==> config.mk <==
export PLATFORM = sky130hd
export DESIGN_NAME = alu_issue_ctrl
export DESIGN_NICKNAME = d
export VERILOG_FILES = /design/src/rtl/alu_pkg.sv /design/src/rtl/alu_op_decode.sv /design/src/rtl/alu_issue_ctrl.sv
export SDC_FILE = /design/constraint.sdc
export NUM_CORES = 1
export LEC_CHECK = 0
export CELL_PAD_IN_SITES_DETAIL_PLACEMENT = 1
export CELL_PAD_IN_SITES_GLOBAL_PLACEMENT = 2
export CORE_UTILIZATION = 38
export DETAILED_ROUTE_END_ITERATION = 16
export DONT_BUFFER_PORTS = 1
export HOLD_SLACK_MARGIN = 0.03
export PLACE_DENSITY = 0.86
export SYNTH_ARGS = -nofsm -noshare
export SYNTH_HDL_FRONTEND = slang
export SYNTH_SLANG_ARGS = --single-unit
==> constraint.sdc <==
create_clock -name clk -period 1.9 [get_ports clk]
set_input_delay 0.095 -clock clk [delete_from_list [all_inputs] [get_ports clk]]
set_output_delay 0.095 -clock clk [all_outputs]
set_load 0.05 [all_outputs]
==> src/rtl/alu_pkg.sv <==
// Shared encodings for the execute-stage ALU issue controller:
// function codes, op-select values and controller state.
package alu_pkg;

  localparam logic [5:0] ALUFN_ADD  = 6'b000000;
  localparam logic [5:0] ALUFN_SUB  = 6'b000001;
  localparam logic [5:0] ALUFN_MUL  = 6'b000010;
  localparam logic [5:0] ALUFN_AND  = 6'b000100;
  localparam logic [5:0] ALUFN_OR   = 6'b000101;
  localparam logic [5:0] ALUFN_XOR  = 6'b000110;
  localparam logic [5:0] ALUFN_SLL  = 6'b001000;
  localparam logic [5:0] ALUFN_SRL  = 6'b001001;
  localparam logic [5:0] ALUFN_SLT  = 6'b001011;
  // ALU drives a zero result for this code, so it doubles as "no op issued"
  localparam logic [5:0] ALUFN_IDLE = 6'b111111;

  localparam logic [3:0] OP_ADD = 4'd0;
  localparam logic [3:0] OP_SUB = 4'd1;
  localparam logic [3:0] OP_MUL = 4'd2;
  localparam logic [3:0] OP_AND = 4'd3;
  localparam logic [3:0] OP_OR  = 4'd4;
  localparam logic [3:0] OP_XOR = 4'd5;
  localparam logic [3:0] OP_SLL = 4'd6;
  localparam logic [3:0] OP_SRL = 4'd7;
  localparam logic [3:0] OP_SLT = 4'd8;
  localparam logic [3:0] OP_ILLEGAL_MIN = 4'd9;

  typedef enum logic [1:0] {
    ST_IDLE = 2'd0,
    ST_EXEC = 2'd1,
    ST_RESP = 2'd2
  } state_e;

endpackage

==> src/rtl/alu_op_decode.sv <==
// Maps the issue-side op select onto the ALU function code and
// flags ops that are illegal or need the multiplier latency.
module alu_op_decode
  import alu_pkg::*;
(
  input  logic [3:0] req_op,
  output logic [5:0] alufn,
  output logic       legal,
  output logic       is_mul
);

  always_comb begin
    alufn  = ALUFN_IDLE;
    legal  = (req_op < OP_ILLEGAL_MIN);
    is_mul = (req_op == OP_MUL);
    case (req_op)
      OP_ADD:  alufn = ALUFN_ADD;
      OP_SUB:  alufn = ALUFN_SUB;
      OP_MUL:  alufn = ALUFN_MUL;
      OP_AND:  alufn = ALUFN_AND;
      OP_OR:   alufn = ALUFN_OR;
      OP_XOR:  alufn = ALUFN_XOR;
      OP_SLL:  alufn = ALUFN_SLL;
      OP_SRL:  alufn = ALUFN_SRL;
      OP_SLT:  alufn = ALUFN_SLT;
      default: alufn = ALUFN_IDLE;
    endcase
  end

endmodule

==> src/rtl/alu_issue_ctrl.sv <==
// Execute-stage initiator for the ALU: registers operands/function,
// waits the op latency on a down-counter, returns result and flags with the tag.
//
// state   | meaning
// IDLE    | no op in flight, ALU parked on the idle code
// EXEC    | operands driven, counting down the ALU latency
// RESP    | response held on rsp_* until rsp_ready
module alu_issue_ctrl
  import alu_pkg::*;
#(
  parameter int TAG_W   = 4,
  parameter int ALU_LAT = 1,
  parameter int MUL_LAT = 2
) (
  input  logic              clk,
  input  logic              rst_n,
  input  logic              req_valid,
  output logic              req_ready,
  input  logic [3:0]        req_op,
  input  logic [31:0]       req_a,
  input  logic [31:0]       req_b,
  input  logic [TAG_W-1:0]  req_tag,
  output logic [31:0]       alu_a,
  output logic [31:0]       alu_b,
  output logic [5:0]        alu_fn,
  input  logic [31:0]       alu_otp,
  input  logic              alu_zero,
  input  logic              alu_ovf,
  output logic              rsp_valid,
  input  logic              rsp_ready,
  output logic [31:0]       rsp_data,
  output logic              rsp_zero,
  output logic              rsp_ovf,
  output logic              rsp_err,
  output logic [TAG_W-1:0]  rsp_tag
);

  localparam int LAT_MAX = (MUL_LAT > ALU_LAT) ? MUL_LAT : ALU_LAT;
  localparam int CNT_W   = $clog2(LAT_MAX + 1);
  localparam logic [CNT_W-1:0] ALU_CNT = CNT_W'(ALU_LAT - 1);
  localparam logic [CNT_W-1:0] MUL_CNT = CNT_W'(MUL_LAT - 1);

  state_e            state;
  logic [CNT_W-1:0]  cnt;
  logic [TAG_W-1:0]  tag_q;
  logic [5:0]        dec_fn;
  logic              dec_legal;
  logic              dec_is_mul;
  logic              accept;

  alu_op_decode u_dec (
    .req_op (req_op),
    .alufn  (dec_fn),
    .legal  (dec_legal),
    .is_mul (dec_is_mul)
  );

  // Ready in RESP follows rsp_ready so a new op can start on the handshake cycle.
  assign req_ready = (state == ST_IDLE) || ((state == ST_RESP) && rsp_ready);
  assign accept    = req_valid && req_ready;

  always_ff @(posedge clk or negedge rst_n) begin
    if (!rst_n) begin
      state     <= ST_IDLE;
      cnt       <= '0;
      tag_q     <= '0;
      alu_a     <= '0;
      alu_b     <= '0;
      alu_fn    <= ALUFN_IDLE;
      rsp_valid <= 1'b0;
      rsp_data  <= '0;
      rsp_zero  <= 1'b0;
      rsp_ovf   <= 1'b0;
      rsp_err   <= 1'b0;
      rsp_tag   <= '0;
    end else begin
      case (state)
        ST_IDLE, ST_RESP: begin
          if (accept) begin
            if (dec_legal) begin
              alu_a     <= req_a;
              alu_b     <= req_b;
              alu_fn    <= dec_fn;
              tag_q     <= req_tag;
              cnt       <= dec_is_mul ? MUL_CNT : ALU_CNT;
              rsp_valid <= 1'b0;
              state     <= ST_EXEC;
            end else begin
              // Illegal ops never reach the ALU; answer immediately with err.
              alu_fn    <= ALUFN_IDLE;
              rsp_valid <= 1'b1;
              rsp_data  <= '0;
              rsp_zero  <= 1'b0;
              rsp_ovf   <= 1'b0;
              rsp_err   <= 1'b1;
              rsp_tag   <= req_tag;
              state     <= ST_RESP;
            end
          end else if ((state == ST_RESP) && rsp_ready) begin
            rsp_valid <= 1'b0;
            alu_fn    <= ALUFN_IDLE;
            state     <= ST_IDLE;
          end
        end
        ST_EXEC: begin
          if (cnt == '0) begin
            rsp_valid <= 1'b1;
            rsp_data  <= alu_otp;
            rsp_zero  <= alu_zero;
            rsp_ovf   <= alu_ovf;
            rsp_err   <= 1'b0;
            rsp_tag   <= tag_q;
            state     <= ST_RESP;
          end else begin
            cnt <= cnt - CNT_W'(1);
          end
        end
        default: state <= ST_IDLE;
      endcase
    end
  end

endmodule
== After elaboration in Yosys (flattened, before gate mapping) ==
Memories as Yosys holds them, arrays and structs flattened.
Cells that the tools add are included.
Widths: inputs -> output; s select.

* Bits in registers: 118
* Bits in latches: 0
* RAM bits: 0
* Bits in read-only memories: 96
* Input bits: 110
* Output and inout bits: 111
* Logic and storage cells: 74
* Memories kept: 1

* Add/sub/neg operators: 1
* $mul: 0
* Div/mod/pow operators: 0
* $lt $le $gt $ge: 1
* Equal/unequal tests: 9
* Shift-type cells: 0
* Multiplexer cells: 36
* Bitwise gates (word level): 0
* Reductions and logical operators: 14

{| class="wikitable"
|+ Memories
! name !! words !! bits a word !! read ports !! clocked after memory_dff !! wr ports !! line !! text
|-
| (no name shown) || 16 || 6 || 1 || 0 || 0 || alu_op_decode.sv:16 || <nowiki>case (req_op)</nowiki>
|}

{| class="wikitable"
|+ Operator list
! kind !! count
|-
| $mux 32 || 3
|-
| $pmux 32 s2 || 1
|-
| $mux 6 || 3
|-
| $mux 2 || 7
|-
| $mux 1 || 12
|-
| $mux 4 || 3
|-
| $ne 2x2->1 const B || 5
|-
| $pmux 1 s2 || 4
|-
| $pmux 2 s2 || 2
|-
| $pmux 4 s2 || 1
|-
| $reduce_and 4->1 || 2
|-
| $reduce_and 3->1 || 2
|-
| $eq 4x2->1 const B || 1
|-
| $logic_not 2->1 || 2
|-
| $lt 4x4->1 const B || 1
|-
| $reduce_and 2->1 || 2
|-
| $reduce_bool 2->1 || 2
|-
| $ne 3x3->1 const B || 1
|-
| $eq 2x1->1 const B || 1
|-
| $eq 2x2->1 const B || 1
|-
| $logic_and 1x1->1 || 2
|-
| $reduce_or 2->1 || 1
|-
| $sub 2x1->2 const B || 1
|-
| $logic_or 1x1->1 || 1
|}

== Longest topological paths before layout ==
* Depth after elaboration: 6
* Gate-level depth with buffers: 7
* Mapped depth without buffers: 6

== Modules after synthesis ==
A second synthesis with hierarchy kept.

* Cell total of the unflattened synthesis: 371
* Area total of the unflattened synthesis: 4948.5 um^2

{| class="wikitable"
|+ By module, submodules not included
! module !! times used !! cells each !! area an instance (um^2) !! sequential area each (um^2)
|-
| alu_issue_ctrl || 1 || 349 || 4788.3 || 2960.3
|-
| alu_op_decode || 1 || 22 || 160.2 || 0.0
|}

== Worst setup path before layout ==
No wires, ideal clock.

* Kind: register to register
* Start: reg state[0]
* End: reg alu_b[11]
* Setup time: 0.125 ns
* Data arrival time: 1.588 ns
* Data required time: 1.775 ns
* Slack: 0.187 ns
* Cell stages (with the launch flop): 5
* Path buffers: 1
* Period minus slack after synthesis: 1.713 ns
* Cells stage by stage: dfrtp_1 -> nand2b_1 -> a211oi_4 -> buf_6 -> mux2_2

* Longest elaborated chain between the ends: 5
* Elaborated cells on any way between the ends: 7
* Those cells by class: eq/ne (1); reduce/logical (6)

{| class="wikitable"
|+ RTL lines
! element !! line !! text
|-
| start, declared || alu_issue_ctrl.sv:43 || <nowiki>state_e state;</nowiki>
|-
| start signal, assigned || alu_issue_ctrl.sv:64 || <nowiki>state <= ST_IDLE;</nowiki>
|-
| start signal, assigned || alu_issue_ctrl.sv:87 || <nowiki>state <= ST_EXEC;</nowiki>
|-
| start signal, assigned || alu_issue_ctrl.sv:97 || <nowiki>state <= ST_RESP;</nowiki>
|-
| $eq 2x2->1 || alu_issue_ctrl.sv:59, alu_issue_ctrl.sv:77 ||
|-
| $logic_and 1x1->1 || alu_issue_ctrl.sv:59 || <nowiki>assign req_ready = (state == ST_IDLE) || ((state == ST_RESP) && rsp_ready);</nowiki>
|-
| $logic_or 1x1->1 || alu_issue_ctrl.sv:59 ||
|-
| $logic_and 1x1->1 || alu_issue_ctrl.sv:60 || <nowiki>assign accept = req_valid && req_ready;</nowiki>
|-
| $reduce_and 3->1 (no line) * || - ||
|-
| end signal, assigned || alu_issue_ctrl.sv:82 || <nowiki>alu_b <= req_b;</nowiki>
|-
| end, declared || alu_issue_ctrl.sv:24 || <nowiki>output logic [31:0] alu_b,</nowiki>
|}

Every way passes the cells marked *; elsewhere a longest branch is shown, timed or not.
A chain may end at the register's enable or synchronous reset.

== Worst setup path in the final report ==
* Start: reg state[0]
* End: reg alu_b[30]

Same word-level chain as after synthesis.

==> results by group <==
Clocking
  – Clock Latency Late Sink: 0.40 ns
  – Cts hold-fix bufs: 107
  – Clock Sinks: 117
  – CTS root buf: clkbuf_16
  – H-tree depth: 4
  – Worst-path clk slew: 0.06 ns
  – CTS tree: done
  – Clock Tree Buf Depth: 2
  – CTS buffer count: 17

Detailed routing
  – Via density: 5.031
  – Vias: 3,376
  – Routed met2 length: 7516 um
  – Highest Signal Layer: met4
  – DRC: 0
  – Met1 WL: 4959 um
  – DR WL met3: 793 um
  – Wire length per cell: 20.34 um
  – Drt total wl: 13,650 um
  – Post-route ant nets: 0
  – First-pass DRT Iterations: 4
  – DRT iter0 DRCs: 175

Die
  – Die Span X: 113.7 um
  – Core footprint: 0.01206 mm^2
  – Die footprint: 0.01292 mm^2
  – Initial core utilization: 39.28%
  – Die Ht: 113.7 um
  – Row Count: 40
  – I/O pin cnt: 221

Setup path
  – CP Buf/Inv Count: 1
  – Worst setup path endpoint: alu_b[30]
  – R2R setup slack: 0.07 ns
  – R2R cell count: 4
  – Cell Chain, Critical Path: nand2b_1, a211oi_4, buf_12, mux2_1
  – Worst path top cell family by delay: flip-flops
  – Worst path arrival time: 2.10 ns
  – WS Path Type: reg2reg
  – Critical R2R Capture: alu_b[30]
  – WP depth: 4
  – Worst EP required: 2.17 ns
  – Crit path from: state[0]
  – Reg2reg start: state[0]
  – Slowest-stage cell, CP: dfrtp_1
  – Crit path max fanout: 53
  – Worst Setup End Kind: flip-flop
  – Worst setup SP type: flip-flop
  – CP max stage delay: 0.44 ns

Placement
  – Dpl hpwl: 7651 um
  – Gpl congestion: 0.7269
  – Port-buffer cells: 0
  – Dpl cells: 530

Logic synthesis
  – Largest cells by area after synthesis: dfrtp_1 (59%), mux2_1 (14%), nand2_1 (5.9%)
  – Fraction of post-synthesis cell area in the top cell type by area: 59.15%
  – Dominant cell type by area after synthesis: dfrtp_1
  – Avg Inst Size Synth: 12.50 um^2
  – Post-Synthesis Cell Area: 0.004738 mm^2
  – Synth Register Bits: 117
  – Post-synth net total: 495
  – Top cells by count, synth: dfrtp_1 (112), nand2_1 (74), mux2_1 (58)
  – Most frequent cell after synthesis: dfrtp_1
  – Ys Warns: 0
  – Sequential share of the synthesized area: 61.92%
  – EDFF count, synth: 0
  – Most used DFF post-synth: dfrtp_1
  – Cells after Synth: 379
  – Library cells used by synthesis: 32
  – Ys async rst share: 100.0%

Layout
  – Area of the multi-input gates: 0.001644 mm^2
  – Area grow syn2layout: 38.90%
  – Seq. cell area: 0.002934 mm^2
  – Fillers: 1,193
  – Fin cells: 671
  – Share of layout cells above drive strength 1: 10.78%
  – Fin nets: 604
  – Finished Core Util: 54.56%

Flow run
  – Maxcap violations: 0

Pwr
  – Power, Total: 13.70 mW
  – Pwr dens: 2082 mW/mm^2
  – P_sw: 6.913 mW
  – Peak VDD IR: 0.0009737 V
  – Switching fraction of total power: 50.46%
  – Clock power frac: 23.8%
  – Static leakage: 2.986 nW
  – Internal power: 6.786 mW
  – Power share of the sequential group: 61.7%
  – Comb pwr share: 14.5%

STA
  – Fin crit period: 1.827 ns
  – Slew headroom: 63.33%
  – Setup Viol. Count Final: 0
  – Worst hold slack: -0.6080 ns
  – Slew Viols, Final: 0
  – FMAX: 547.4 MHz
  – Tcrit/Tclk final: 96.15%
  – Max Clock Skew: 0.006279 ns
  – Final hold violations: 117
  – Slew @ Worst Pin: 0.5501 ns

GRT
  – Total GRT Usage: 21.82%
  – Vias in the first global route: 3,772
  – First-pass GRT wire length: 20,790 um
  – Largest net degree at the start of global routing: 118
  – Initial antenna violation count: 2
  – Gr ovfl total: 0

Status
  – Failing checks: hold timing
  – Status: finished with violations

Hold path
  – Min-delay worst type: in2async
[layout make-up]
type	count	share of cell area, %
Multi-Input combinational cell	234	24.98
Tap cell	168	3.194
Inverter	5	0.2852
Sequential cell	117	44.58
Clock buffer	23	7.414
Antenna cell	2	0.07605
Timing Repair Buffer	113	17.59
Clock inverter	9	1.882
[logic make-up (layout without fill, tap and decap cells)]
group / count (synthesis) / in the layout / share of synthesized area, %
DFF: 117 / 117 / 61.92
AOI/OAI and AO/OA: 18 / 18 / 2.535
adders and majority gates: 6 / 6 / 1.584
muxes: 75 / 75 / 17.64
other: 0 / 2 / 0
and+or+nand+nor: 135 / 135 / 12.83
buffers and inverters: 28 / 150 / 3.486
[layer usage]
metal / up-vias / track usage (%)
met5: - / 0
met4: 0 / 10.96
met3: 26 / 7.120
met2: 124 / 40.33
met1: 1720 / 21.86
li1: 1506 / -
[power groups by stage]
stage	Sequential [mW]	Combinational [mW]	Clock, mW
2_1_floorplan	8.10	1.47	0
3_3_place_gp	8.39	1.62	0
3_5_place_dp	8.46	1.76	0
4_1_cts	8.41	1.96	3.32
5_1_grt	8.58	2.22	3.45
6_report	8.46	1.98	3.26
[through the flow]
stage                     setup WS [ns]  setup TNS, ns  instance area (um^2)
after floorplan                  0.1875              0                  4738
after global placement           0.1825              0                  4890
after detailed placement        0.08258              0                  4890
after CTS                       0.07639              0                  6573
after global routing          -0.003679      -0.003679                  6581
final                           0.07311              0                  6581
[layout by cell type, fill, tap and decap left out, types with 2 or more instances in the layout]
master         instances
a21oi_1                4
a31oi_1                2
buf_12                 3
buf_4                  2
bufinv_16              3
clkbuf_1               2
clkbuf_16             17
clkbuf_8               4
clkinv_2               5
dfrtp_1              112
dfstp_2                5
diode_2                2
dlygate4sd3_1        107
ha_1                   6
inv_1                  5
mux2_1                58
mux2_2                10
mux2i_1                7
nand2_1               74
nand2b_1               5
nand3_1               38
nor2_1                 9
nor2b_1                2
o21ai_0                7
[state kept, by name (all words and copies together) (netlist names)]
register	count
rsp_valid	1
rsp_tag	4
tag_q	4
rsp_err	1
rsp_zero	1
rsp_data	32
alu_a	32
alu_b	32
state	2
rsp_ovf	1
alu_fn	5
cnt	2
[timing repair]
item	CTS	global route
resized for setup	0	1
buffers inserted	0	0
setup endpoints to repair	0	1
endpoints found under the hold margin	229	117
[how the worst min path moves through the flow]
| stage | from | end | slack, ns | cells after the start |
|---|---|---|---|---|
| 4_1_cts | rst_n | alu_b[23] | -0.64 | 0 |
| 3_3_place_gp | rst_n | alu_b[23] | -0.20 | 0 |
| 6_report | rst_n | alu_b[26] | -0.61 | 0 |
| 3_5_place_dp | rst_n | alu_a[25] | -0.20 | 0 |
| 2_1_floorplan | rst_n | alu_a[0] | -0.20 | 0 |
| 5_1_grt | rst_n | alu_b[23] | -0.63 | 0 |
No activity file was read; power rests on OpenSTA's default activity.
